**src/rtl/univ_shift_pkg.sv**
```systemverilog
// Shared types for the universal shift register: operation modes, FSM states
// and small mode-classification helpers.
package univ_shift_pkg;

    typedef enum logic [2:0] {
        MODE_HOLD = 3'd0,
        MODE_LOAD = 3'd1,
        MODE_SHL  = 3'd2,
        MODE_SHR  = 3'd3,
        MODE_ROL  = 3'd4,
        MODE_ROR  = 3'd5,
        MODE_ASR  = 3'd6,
        MODE_CLR  = 3'd7
    } mode_e;

    typedef enum logic [1:0] {
        ST_IDLE = 2'd0,
        ST_RUN  = 2'd1,
        ST_DONE = 2'd2
    } state_e;

    // Shift and rotate modes run over several cycles; the rest finish at once
    function automatic logic is_multi_step(input logic [2:0] mode);
        logic res;
        case (mode)
            MODE_SHL, MODE_SHR, MODE_ROL, MODE_ROR, MODE_ASR: res = 1'b1;
            default:                                           res = 1'b0;
        endcase
        return res;
    endfunction

    function automatic logic sout_from_msb(input logic [2:0] mode);
        logic res;
        case (mode)
            MODE_SHL, MODE_ROL: res = 1'b1;
            default:            res = 1'b0;
        endcase
        return res;
    endfunction

endpackage

```
**src/rtl/univ_shift_reg_if.sv**
```systemverilog
// Control/data bundle of the universal shift register; the requester drives
// the master side, the register implements the slave side.
interface univ_shift_reg_if #(
    parameter int WIDTH = 8
) ();

    localparam int CNT_W = $clog2(WIDTH) + 1;

    logic             en;
    logic             start;
    logic [2:0]       mode;
    logic [CNT_W-1:0] amount;
    logic [WIDTH-1:0] d;
    logic             sin;
    logic [WIDTH-1:0] q;
    logic             sout;
    logic             busy;
    logic             done;

    modport master (
        output en, start, mode, amount, d, sin,
        input  q, sout, busy, done
    );

    modport slave (
        input  en, start, mode, amount, d, sin,
        output q, sout, busy, done
    );

endinterface

```
**src/rtl/shift_step.sv**
```systemverilog
// Single-bit step of every shift/rotate mode; non-shift modes pass q through.
module shift_step
    import univ_shift_pkg::*;
#(
    parameter int WIDTH = 8
) (
    input  logic [WIDTH-1:0] q,
    input  logic             sin,
    input  logic [2:0]       mode,
    output logic [WIDTH-1:0] q_next
);

    // One step of the selected operation
    always_comb begin
        q_next = q;
        case (mode)
            MODE_SHL: q_next = {q[WIDTH-2:0], sin};
            MODE_SHR: q_next = {sin, q[WIDTH-1:1]};
            MODE_ROL: q_next = {q[WIDTH-2:0], q[WIDTH-1]};
            MODE_ROR: q_next = {q[0], q[WIDTH-1:1]};
            MODE_ASR: q_next = {q[WIDTH-1], q[WIDTH-1:1]};
            default:  q_next = q;
        endcase
    end

endmodule

```
**src/rtl/univ_shift_reg.sv**
```systemverilog
// Universal shift register: single-cycle LOAD/CLR/HOLD plus multi-cycle
// shift/rotate operations sequenced by an IDLE/RUN/DONE controller.
module univ_shift_reg
    import univ_shift_pkg::*;
#(
    parameter int WIDTH = 8
) (
    input  logic            clk,
    input  logic            reset_n,
    univ_shift_reg_if.slave bus
);

    localparam int CNT_W = $clog2(WIDTH) + 1;

    localparam logic [1:0] IDLE = 2'(ST_IDLE);
    localparam logic [1:0] RUN  = 2'(ST_RUN);
    localparam logic [1:0] DONE = 2'(ST_DONE);

    logic [WIDTH-1:0] q_r;
    logic [CNT_W-1:0] cnt_r;
    logic [1:0]       state_r;
    logic [2:0]       mode_r;
    logic             busy_r;
    logic             done_r;
    logic             sout_r;

    logic [WIDTH-1:0] q_nxt_s;
    logic [CNT_W-1:0] cnt_nxt_s;
    logic [1:0]       state_nxt_s;
    logic [2:0]       mode_nxt_s;
    logic [WIDTH-1:0] step_q_s;
    logic             sout_nxt_s;

    // Steps always use the latched mode; sin is taken live from the bus
    shift_step #(
        .WIDTH (WIDTH)
    ) u_step (
        .q      (q_r),
        .sin    (bus.sin),
        .mode   (mode_r),
        .q_next (step_q_s)
    );

    // Next-state, next-data and counter decode
    always_comb begin
        q_nxt_s     = q_r;
        cnt_nxt_s   = cnt_r;
        state_nxt_s = state_r;
        mode_nxt_s  = mode_r;
        if (!bus.en) begin
            state_nxt_s = state_r;
        end else if (state_r == RUN) begin
            q_nxt_s = step_q_s;
            // A zero count cannot occur in RUN; treat it as finished rather than wrap
            if (cnt_r <= CNT_W'(1)) begin
                cnt_nxt_s   = {CNT_W{1'b0}};
                state_nxt_s = DONE;
            end else begin
                cnt_nxt_s   = cnt_r - CNT_W'(1);
                state_nxt_s = RUN;
            end
        end else if (bus.start) begin
            mode_nxt_s = bus.mode;
            if (is_multi_step(bus.mode)) begin
                cnt_nxt_s = bus.amount;
                if (bus.amount != {CNT_W{1'b0}}) begin
                    state_nxt_s = RUN;
                end else begin
                    state_nxt_s = DONE;
                end
            end else begin
                state_nxt_s = DONE;
                case (bus.mode)
                    MODE_LOAD: q_nxt_s = bus.d;
                    MODE_CLR:  q_nxt_s = {WIDTH{1'b0}};
                    default:   q_nxt_s = q_r;
                endcase
            end
        end else if (state_r == DONE) begin
            state_nxt_s = IDLE;
        end else begin
            state_nxt_s = state_r;
        end
    end

    // Serial output tracks the bit that the latched mode will push out next
    always_comb begin
        if (sout_from_msb(mode_nxt_s)) begin
            sout_nxt_s = q_nxt_s[WIDTH-1];
        end else begin
            sout_nxt_s = q_nxt_s[0];
        end
    end

    // State, data and registered status update
    always_ff @(posedge clk or negedge reset_n) begin
        if (!reset_n) begin
            q_r     <= {WIDTH{1'b0}};
            cnt_r   <= {CNT_W{1'b0}};
            state_r <= IDLE;
            mode_r  <= 3'(MODE_HOLD);
            busy_r  <= 1'b0;
            done_r  <= 1'b0;
            sout_r  <= 1'b0;
        end else begin
            q_r     <= q_nxt_s;
            cnt_r   <= cnt_nxt_s;
            state_r <= state_nxt_s;
            mode_r  <= mode_nxt_s;
            busy_r  <= (state_nxt_s == RUN);
            done_r  <= (state_nxt_s == DONE);
            sout_r  <= sout_nxt_s;
        end
    end

    assign bus.q    = q_r;
    assign bus.busy = busy_r;
    assign bus.done = done_r;
    assign bus.sout = sout_r;

endmodule

```
**src/flat_wrapper.sv**
```systemverilog
// flat-port wrapper written by rule: the top's interface ports become plain ports
module univ_shift_reg_flat import univ_shift_pkg::*;
#(
    parameter int WIDTH = 8
)
  (clk, reset_n, bus_en, bus_start, bus_mode, bus_amount, bus_d, bus_sin, bus_q, bus_sout, bus_busy, bus_done);
  univ_shift_reg_if #(.WIDTH(WIDTH)) bus_i ();
  input  logic clk;
  input  logic reset_n;
  input wire logic [$bits(bus_i.en)-1:0] bus_en;
  input wire logic [$bits(bus_i.start)-1:0] bus_start;
  input wire logic [$bits(bus_i.mode)-1:0] bus_mode;
  input wire logic [$bits(bus_i.amount)-1:0] bus_amount;
  input wire logic [$bits(bus_i.d)-1:0] bus_d;
  input wire logic [$bits(bus_i.sin)-1:0] bus_sin;
  output wire logic [$bits(bus_i.q)-1:0] bus_q;
  output wire logic [$bits(bus_i.sout)-1:0] bus_sout;
  output wire logic [$bits(bus_i.busy)-1:0] bus_busy;
  output wire logic [$bits(bus_i.done)-1:0] bus_done;
  assign bus_i.en = bus_en;
  assign bus_i.start = bus_start;
  assign bus_i.mode = bus_mode;
  assign bus_i.amount = bus_amount;
  assign bus_i.d = bus_d;
  assign bus_i.sin = bus_sin;
  assign bus_q = bus_i.q;
  assign bus_sout = bus_i.sout;
  assign bus_busy = bus_i.busy;
  assign bus_done = bus_i.done;
  univ_shift_reg #(.WIDTH(WIDTH)) u_core (.clk(clk), .reset_n(reset_n), .bus(bus_i));
endmodule
```
**config.mk**
```make
export PLATFORM = sky130hd
export DESIGN_NAME = univ_shift_reg_flat
export DESIGN_NICKNAME = d
export VERILOG_FILES = /design/src/rtl/univ_shift_pkg.sv /design/src/rtl/univ_shift_reg_if.sv /design/src/rtl/shift_step.sv /design/src/rtl/univ_shift_reg.sv /design/src/flat_wrapper.sv
export SDC_FILE = /design/constraint.sdc
export NUM_CORES = 1
export LEC_CHECK = 0
export ABC_AREA = 1
export ABC_CLOCK_PERIOD_IN_PS = 1800
export CAP_MARGIN = 15
export CORE_MARGIN = 4
export CORE_UTILIZATION = 49
export DETAILED_ROUTE_END_ITERATION = 7
export HOLD_SLACK_MARGIN = 0.06
export PLACE_DENSITY = 0.86
export SYNTH_ARGS = -nofsm -noshare
export SYNTH_HDL_FRONTEND = slang
export SYNTH_SLANG_ARGS = --single-unit
```
**constraint.sdc**
```tcl
create_clock -name clk -period 1.8 [get_ports clk]
set_input_delay 0.18 -clock clk [delete_from_list [all_inputs] [get_ports clk]]
set_output_delay 0.18 -clock clk [all_outputs]
set_load 0.1 [all_outputs]
```
==> results of run 1 <==
-- cells by family (layout without fill, tap and decap cells) --
| group | Yosys count | after routing | share of synthesized area, % |
|---|---|---|---|
| AOI/OAI and AO/OA | 37 | 37 | 16.5 |
| xor gates and xnor gates | 2 | 2 | 1.30 |
| adders and majority gates | 2 | 2 | 1.86 |
| buffers and inverters | 36 | 70 | 10.6 |
| DFF | 20 | 20 | 37.2 |
| and+or+nand+nor | 94 | 94 | 32.6 |
-- cell usage in the layout (no fill, tap or decap), types with 2 or more instances in the layout --
master / synthesis / routed
a21oi_1: 13 / 13
a22oi_1: 2 / 2
buf_4: 1 / 12
clkbuf_4: 0 / 3
clkdlybuf4s50_1: 0 / 19
dfrtp_1: 20 / 20
ha_1: 2 / 2
inv_1: 23 / 23
inv_2: 10 / 10
nand2_1: 50 / 50
nand2_2: 6 / 6
nand3_1: 12 / 12
nand3_2: 3 / 3
nand4_1: 4 / 4
nor2_1: 16 / 16
o21ai_0: 9 / 9
o21ai_1: 2 / 2
o21ai_2: 4 / 4
o22ai_1: 5 / 5
-- layer usage --
layer  vias to the layer above  share of wire, %  GRT usage [%]  wire length (um)
met2                        29                47           30.1              1410
met1                       595                46           22.7              1370
li1                        685                 -              -                 -
met4                         0               2.0           5.70                59
met3                         9               4.6           5.11               138
met5                         -                 0              0                 0
-- final cells by class --
cell class              count  area share (%)
clock buffers               4            2.13
inverters                  34            7.62
multi-input cells         135            41.1
flip-flops and latches     20            29.3
well taps                  30            2.20
repair buffers             32            17.6
-- sequential cells by signal (all words and copies together) (netlist names) --
| name | flops |
|---|---|
| u_core.state_r | 2 |
| u_core.bus.done | 1 |
| u_core.cnt_r | 4 |
| u_core.mode_r | 3 |
| u_core.bus.q | 8 |
| u_core.bus.sout | 1 |
| u_core.bus.busy | 1 |
-- per-stage QoR --
step	hold WS (ps)	power (uW)	setup slack (ps)	area [um^2]	util [%]
after global placement	539	3040	217	1670	65.6
after detailed placement	539	3080	198	1670	65.6
after CTS	197	3350	245	1710	67.1
final	191	3340	256	1710	67.1
after global routing	209	3590	68.5	1710	67.1
after floorplan	-116	2590	207	1350	-
-- worst min path at each step --
stage             from                          end  slack (ps)  cells past startpoint
5_1_grt        reset_n  u_core.cnt_r[0]$_DFFE_PN0P_         210                      2
4_1_cts        reset_n  u_core.bus.q[3]$_DFFE_PN0P_         200                      2
3_3_place_gp   reset_n  u_core.cnt_r[0]$_DFFE_PN0P_         540                      2
2_1_floorplan  reset_n    u_core.bus.busy$_DFF_PN0_        -120                      0
3_5_place_dp   reset_n  u_core.cnt_r[0]$_DFFE_PN0P_         540                      2
6_report       reset_n  u_core.bus.q[3]$_DFFE_PN0P_         190                      2
-- power by group --
group	internal, uW	switching [uW]	leakage, uW
clock network	124	141	0.0000210
logic	601	1610	0.000631
registers	652	208	0.000241
total	1380	1960	0.000892
-- worst max-delay path: cells and delay by family (launching register included) --
family	cells	cell delay (ps)
AOI/OAI and AO/OA	1	350
adders and majority gates	1	190
buffers and inverters	1	100
DFF	1	410
and+or+nand+nor	5	440
==> run metrics, run 1 <==
CP Capture Point=u_core.bus.done$_DFF_PN0_; gr ovfl total=0; critical path type=reg -> reg; Die Ht=around 60 um; Register Area=roughly 500 um^2; achievable clock frequency=0.648 GHz; first-pass GRT wire length=4.97 mm; total die area=around 3600 um^2; FF+latch count, synth=20; Yosys warning total=0; area of the mapped netlist=approximately 1300 um^2; drt via density=between 5 and 6; Hold Crit Class=in -> async; final wirelength=2.98 mm; final net count=about 250; asr flop ratio synth=100%; reg-to-reg startpoint=u_core.cnt_r[0]$_DFFE_PN0P_; CTS tree=built; Worst setup SP type=flop; critical-path maximum fanout=5; Area Overhead vs Synth=26.9%; violation count after the first detailed-routing iteration=82; Multi-input gate area=about 700 um^2; most numerous cell in the Yosys netlist=nand2_1; R2R setup slack=260 ps; Pre-antenna DRT Iters=4; Synthesized Nets=213; worst rel slew slack=72.9%; Layout Skew=5.82 ps; PortBufs=30; Filler Cells Inserted=~240; number of global-route vias before repair=1188; endpoints failing hold=0; Post-synth top flop=dfrtp_1; top cells by count, synth=50 x nand2_1, 23 x inv_1, 20 x dfrtp_1; Clock Sink Count=20; Synth top area share=37.2%; endpoints failing setup=0; Reg2Reg Depth=8; crit share post-route=between 80% and 90%; Cells after Synth=roughly 190; Arr. time, crit path=roughly 1800 ps; EDFF count, synth=0; Final Wtd Congestion=0.804; RSZ-0062 raised after global routing=no; Post-CTS Resized=0; share of layout cells above drive strength 1=20.0%; starting utilization of the core area=between 50% and 60%; CP max stage cell=dfrtp_1; largest net degree at the start of global routing=21; crit path from=u_core.cnt_r[0]$_DFFE_PN0P_; H-tree depth=1; via count=1318; Worst-Skew Late Latency=310 ps; setup_tns=0 ps; most frequent cell on the critical path=nand2_1; clock root cell=clkbuf_4; leakage=about 0.0009 uW; Core ar.=roughly 2500 um^2; data required time of the critical path=roughly 2000 ps; Ant. Diodes=0; Die Span X=60.4 um; crit end category=flop; pwr dens=1960 nW/um^2; Peak VDD IR=1150 uV; hpwl dp=approximately 2.3 mm; routed len/inst=between 10 and 15 um; Synth area leader=dfrtp_1; Synth cell types=26; Non-Filler Instances=approximately 260; post-synthesis sequential area ratio=37.2%; initial antenna violation count=0; Total Routing Usage GR=18.1%; r2r endpoint=u_core.bus.done$_DFF_PN0_; CP cell instances=inv_1 -> ha_1 -> nor2_1 -> o31ai_2 -> nand2_1 -> nand2_1 -> nand2_1 -> nor2_1; dpl cells=251; status=finished, final reports clean; Final Max Slew Viols=0; pin slew with the least headroom to its limit=just over 400 ps; Mean Syn Cell Area=7.04 um^2; Reg clk slew, reported paths=110 ps; Residual DRC=0; std cell rows=18; delay of the slowest cell on the worst path=410 ps; Post-CTS Repair Setup Buffers=0; Final ANT Viol Nets=0; Final min period=around 1500 ps; Bufs on Longest Clock Path=2; num ports=31; clock buffer count from CTS=3; max cap viols=0; # hold bufs at CTS=0; biggest area contributors in the synthesized netlist=dfrtp_1 37%, nand2_1 14%, inv_1 6.4%
(Power assumes the default switching activity.)
==> run 2: changes to the inputs <==
--- a/config.mk
+++ b/config.mk
@@ -9,10 +9,11 @@
 export ABC_CLOCK_PERIOD_IN_PS = 1800
 export CAP_MARGIN = 15
 export CORE_MARGIN = 4
-export CORE_UTILIZATION = 49
+export CORE_UTILIZATION = 51
+export CTS_BUF_LIST = sky130_fd_sc_hd__clkbuf_2
 export DETAILED_ROUTE_END_ITERATION = 7
 export HOLD_SLACK_MARGIN = 0.06
-export PLACE_DENSITY = 0.86
+export PLACE_DENSITY = 0.89
 export SYNTH_ARGS = -nofsm -noshare
 export SYNTH_HDL_FRONTEND = slang
 export SYNTH_SLANG_ARGS = --single-unit
==> constraint.sdc (replaced) <==
create_clock -name clk -period 1.8 [get_ports clk]
set_input_delay 0.45 -clock clk [delete_from_list [all_inputs] [get_ports clk]]
set_output_delay 0.45 -clock clk [all_outputs]
set_load 0.1 [all_outputs]
==> run metrics, run 2 (same netlist as run 1, synthesis figures left out) <==
R2R setup slack=220 ps (was 260 ps); r2r endpoint=u_core.bus.done$_DFF_PN0_ (unchanged); Final Max Slew Viols=0 (unchanged); crit end category=flop (unchanged); num ports=31 (unchanged); CTS tree=built (unchanged); critical-path maximum fanout=5 (unchanged); pwr dens=1970 nW/um^2 (was 1960 nW/um^2); Reg2Reg Depth=8 (unchanged); Total Routing Usage GR=19.9% (was 18.1%); Area Overhead vs Synth=35.7% (was 26.9%); Reg clk slew, reported paths=180 ps (was 110 ps); Worst setup SP type=flop (unchanged); hpwl dp=2.50 mm (was 2.29 mm); crit path from=u_core.cnt_r[0]$_DFFE_PN0P_ (unchanged); Core ar.=2500 um^2 (was 2540 um^2); largest net degree at the start of global routing=21 (unchanged); CP cell instances=inv_1 -> ha_1 -> nor2_1 -> o31ai_2 -> nand2_1 -> nand2_1 -> o21ai_1 -> nor2_1 (was inv_1 -> ha_1 -> nor2_1 -> o31ai_2 -> nand2_1 -> nand2_1 -> nand2_1 -> nor2_1); drt via density=5.21 (was 5.17); routed len/inst=12.0 um (was 11.7 um); routed length on met3=147 um (was 138 um); initial antenna violation count=0 (unchanged); reg-to-reg startpoint=u_core.cnt_r[0]$_DFFE_PN0P_ (unchanged); gr ovfl total=0 (unchanged); commonest non-fill, non-tap cell in the layout=nand2_1 (unchanged); Final ANT Viol Nets=0 (unchanged); Clock Sink Count=20 (unchanged); RSZ-0062 raised after global routing=no (unchanged); violation count after the first detailed-routing iteration=35 (was 82); Largest register FFs=8 (unchanged); Layout Skew=2.32 ps (was 5.82 ps); routed length on met1=1.28 mm (was 1.37 mm); setup_tns=0 ps (unchanged); endpoints failing setup=0 (unchanged); delay of the slowest cell on the worst path=440 ps (was 410 ps); most frequent cells in the layout=50 x nand2_1, 23 x inv_1, 20 x dfrtp_1, 19 x clkdlybuf4s50_1, 16 x nor2_1 (unchanged); Final Wtd Congestion=0.831 (was 0.804); Bufs on Longest Clock Path=2 (unchanged); # hold bufs at CTS=0 (unchanged); clock root cell=clkbuf_2 (was clkbuf_4); Post-CTS Repair Setup Buffers=0 (unchanged); achievable clock frequency=0.634 GHz (was 0.648 GHz); met2 WL post-DR=1.63 mm (was 1.41 mm); std cell rows=18 (unchanged); Die Span X=59.4 um (was 60.4 um); leakage=0.000936 uW (was 0.000892 uW); Filler Cells Inserted=185 (was 236); DP Area=1810 um^2 (was 1670 um^2); data required time of the critical path=2060 ps (was 2040 ps); Pre-antenna DRT Iters=4 (unchanged); Hold Crit Class=in -> async (unchanged); Non-Filler Instances=256 (was 255); share of layout cells above drive strength 1=20.4% (was 20.0%); final net count=250 (was 248); pin slew with the least headroom to its limit=400 ps (was 404 ps); crit share post-route=87.6% (was 85.8%); Post-CTS Resized=0 (unchanged); via count=1333 (was 1318); worst rel slew slack=73.2% (was 72.9%); number of global-route vias before repair=1355 (was 1188); first-pass GRT wire length=5.44 mm (was 4.97 mm); clock buffer count from CTS=3 (unchanged); status=finished, final reports clean (unchanged); PortBufs=30 (unchanged); dpl cells=253 (was 251); Worst-Skew Late Latency=310 ps (about the same); Peak VDD IR=1540 uV (was 1150 uV); Final min period=1580 ps (was 1540 ps); total die area=3520 um^2 (was 3650 um^2); final wirelength=3.08 mm (was 2.98 mm); Ant. Diodes=0 (unchanged); endpoints failing hold=0 (unchanged); Arr. time, crit path=1840 ps (was 1790 ps); critical path type=reg -> reg (unchanged); fin area=1830 um^2 (was 1710 um^2); Residual DRC=0 (unchanged); CP max stage cell=dfrtp_1 (unchanged); H-tree depth=1 (unchanged); max cap viols=0 (unchanged); Die Ht=59.4 um (was 60.4 um); Highest Signal Layer=met4 (unchanged); starting utilization of the core area=53.8% (was 52.9%)
run 2: worst max path at each step:
| stage | endpoint | slack, ps | depth (start not counted) |
|---|---|---|---|
| after floorplan | u_core.bus.sout$_DFF_PN0_ | 210 | 8 |
| after global placement | u_core.bus.sout$_DFF_PN0_ | 10 | 10 |
| after detailed placement | u_core.bus.q[4]$_DFFE_PN0P_ | -40 | 10 |
| after CTS | u_core.bus.done$_DFF_PN0_ | 220 | 8 |
| after global routing | u_core.bus.done$_DFF_PN0_ | 60 | 8 |
| final | u_core.bus.done$_DFF_PN0_ | 220 | 8 |
run 2: critical path: cells and delay by family, from the launching register on:
family	cells	cell delay [ps]
AO/OA/AOI/OAI	2	440
adder cells (fa/ha/maj)	1	190
buffers and inverters	1	100
flip-flops	1	440
AND/OR/NAND/NOR	4	350
run 2: per-layer routing:
layer,GRT usage [%],vias up
li1,-,688
met1,22.4,612
met2,37.3,29
met3,4.36,4
met4,5.50,0
met5,0,-
run 2: power by group:
| part | total [uW] | switching, uW | leakage (uW) | internal, uW |
|---|---|---|---|---|
| sequential | 922 | 271 | 0.000241 | 651 |
| combinational | 2500 | 1630 | 0.000683 | 869 |
| clock | 180 | 135 | 0.0000125 | 45.4 |
| total | 3600 | 2040 | 0.000936 | 1570 |
run 2: final cells by class:
type	instances	area [um^2]	area share, %
well taps	30	37.5	2.06
clock buffers	3	15.0	0.822
inverters	34	130	7.13
multi-input cells	135	702	38.5
flip-flops and latches	20	500	27.4
repair buffers	34	440	24.1
run 2: stage by stage:
stage	power [uW]	hold slack [ps]	setup WS [ps]	util (%)
floorplan	2590	154	207	-
global placement	3360	543	14.0	72.4
detailed placement	3430	566	-37.4	72.4
CTS	3600	442	218	73.0
global route	3840	455	64.1	73.0
finish	3600	434	223	73.0
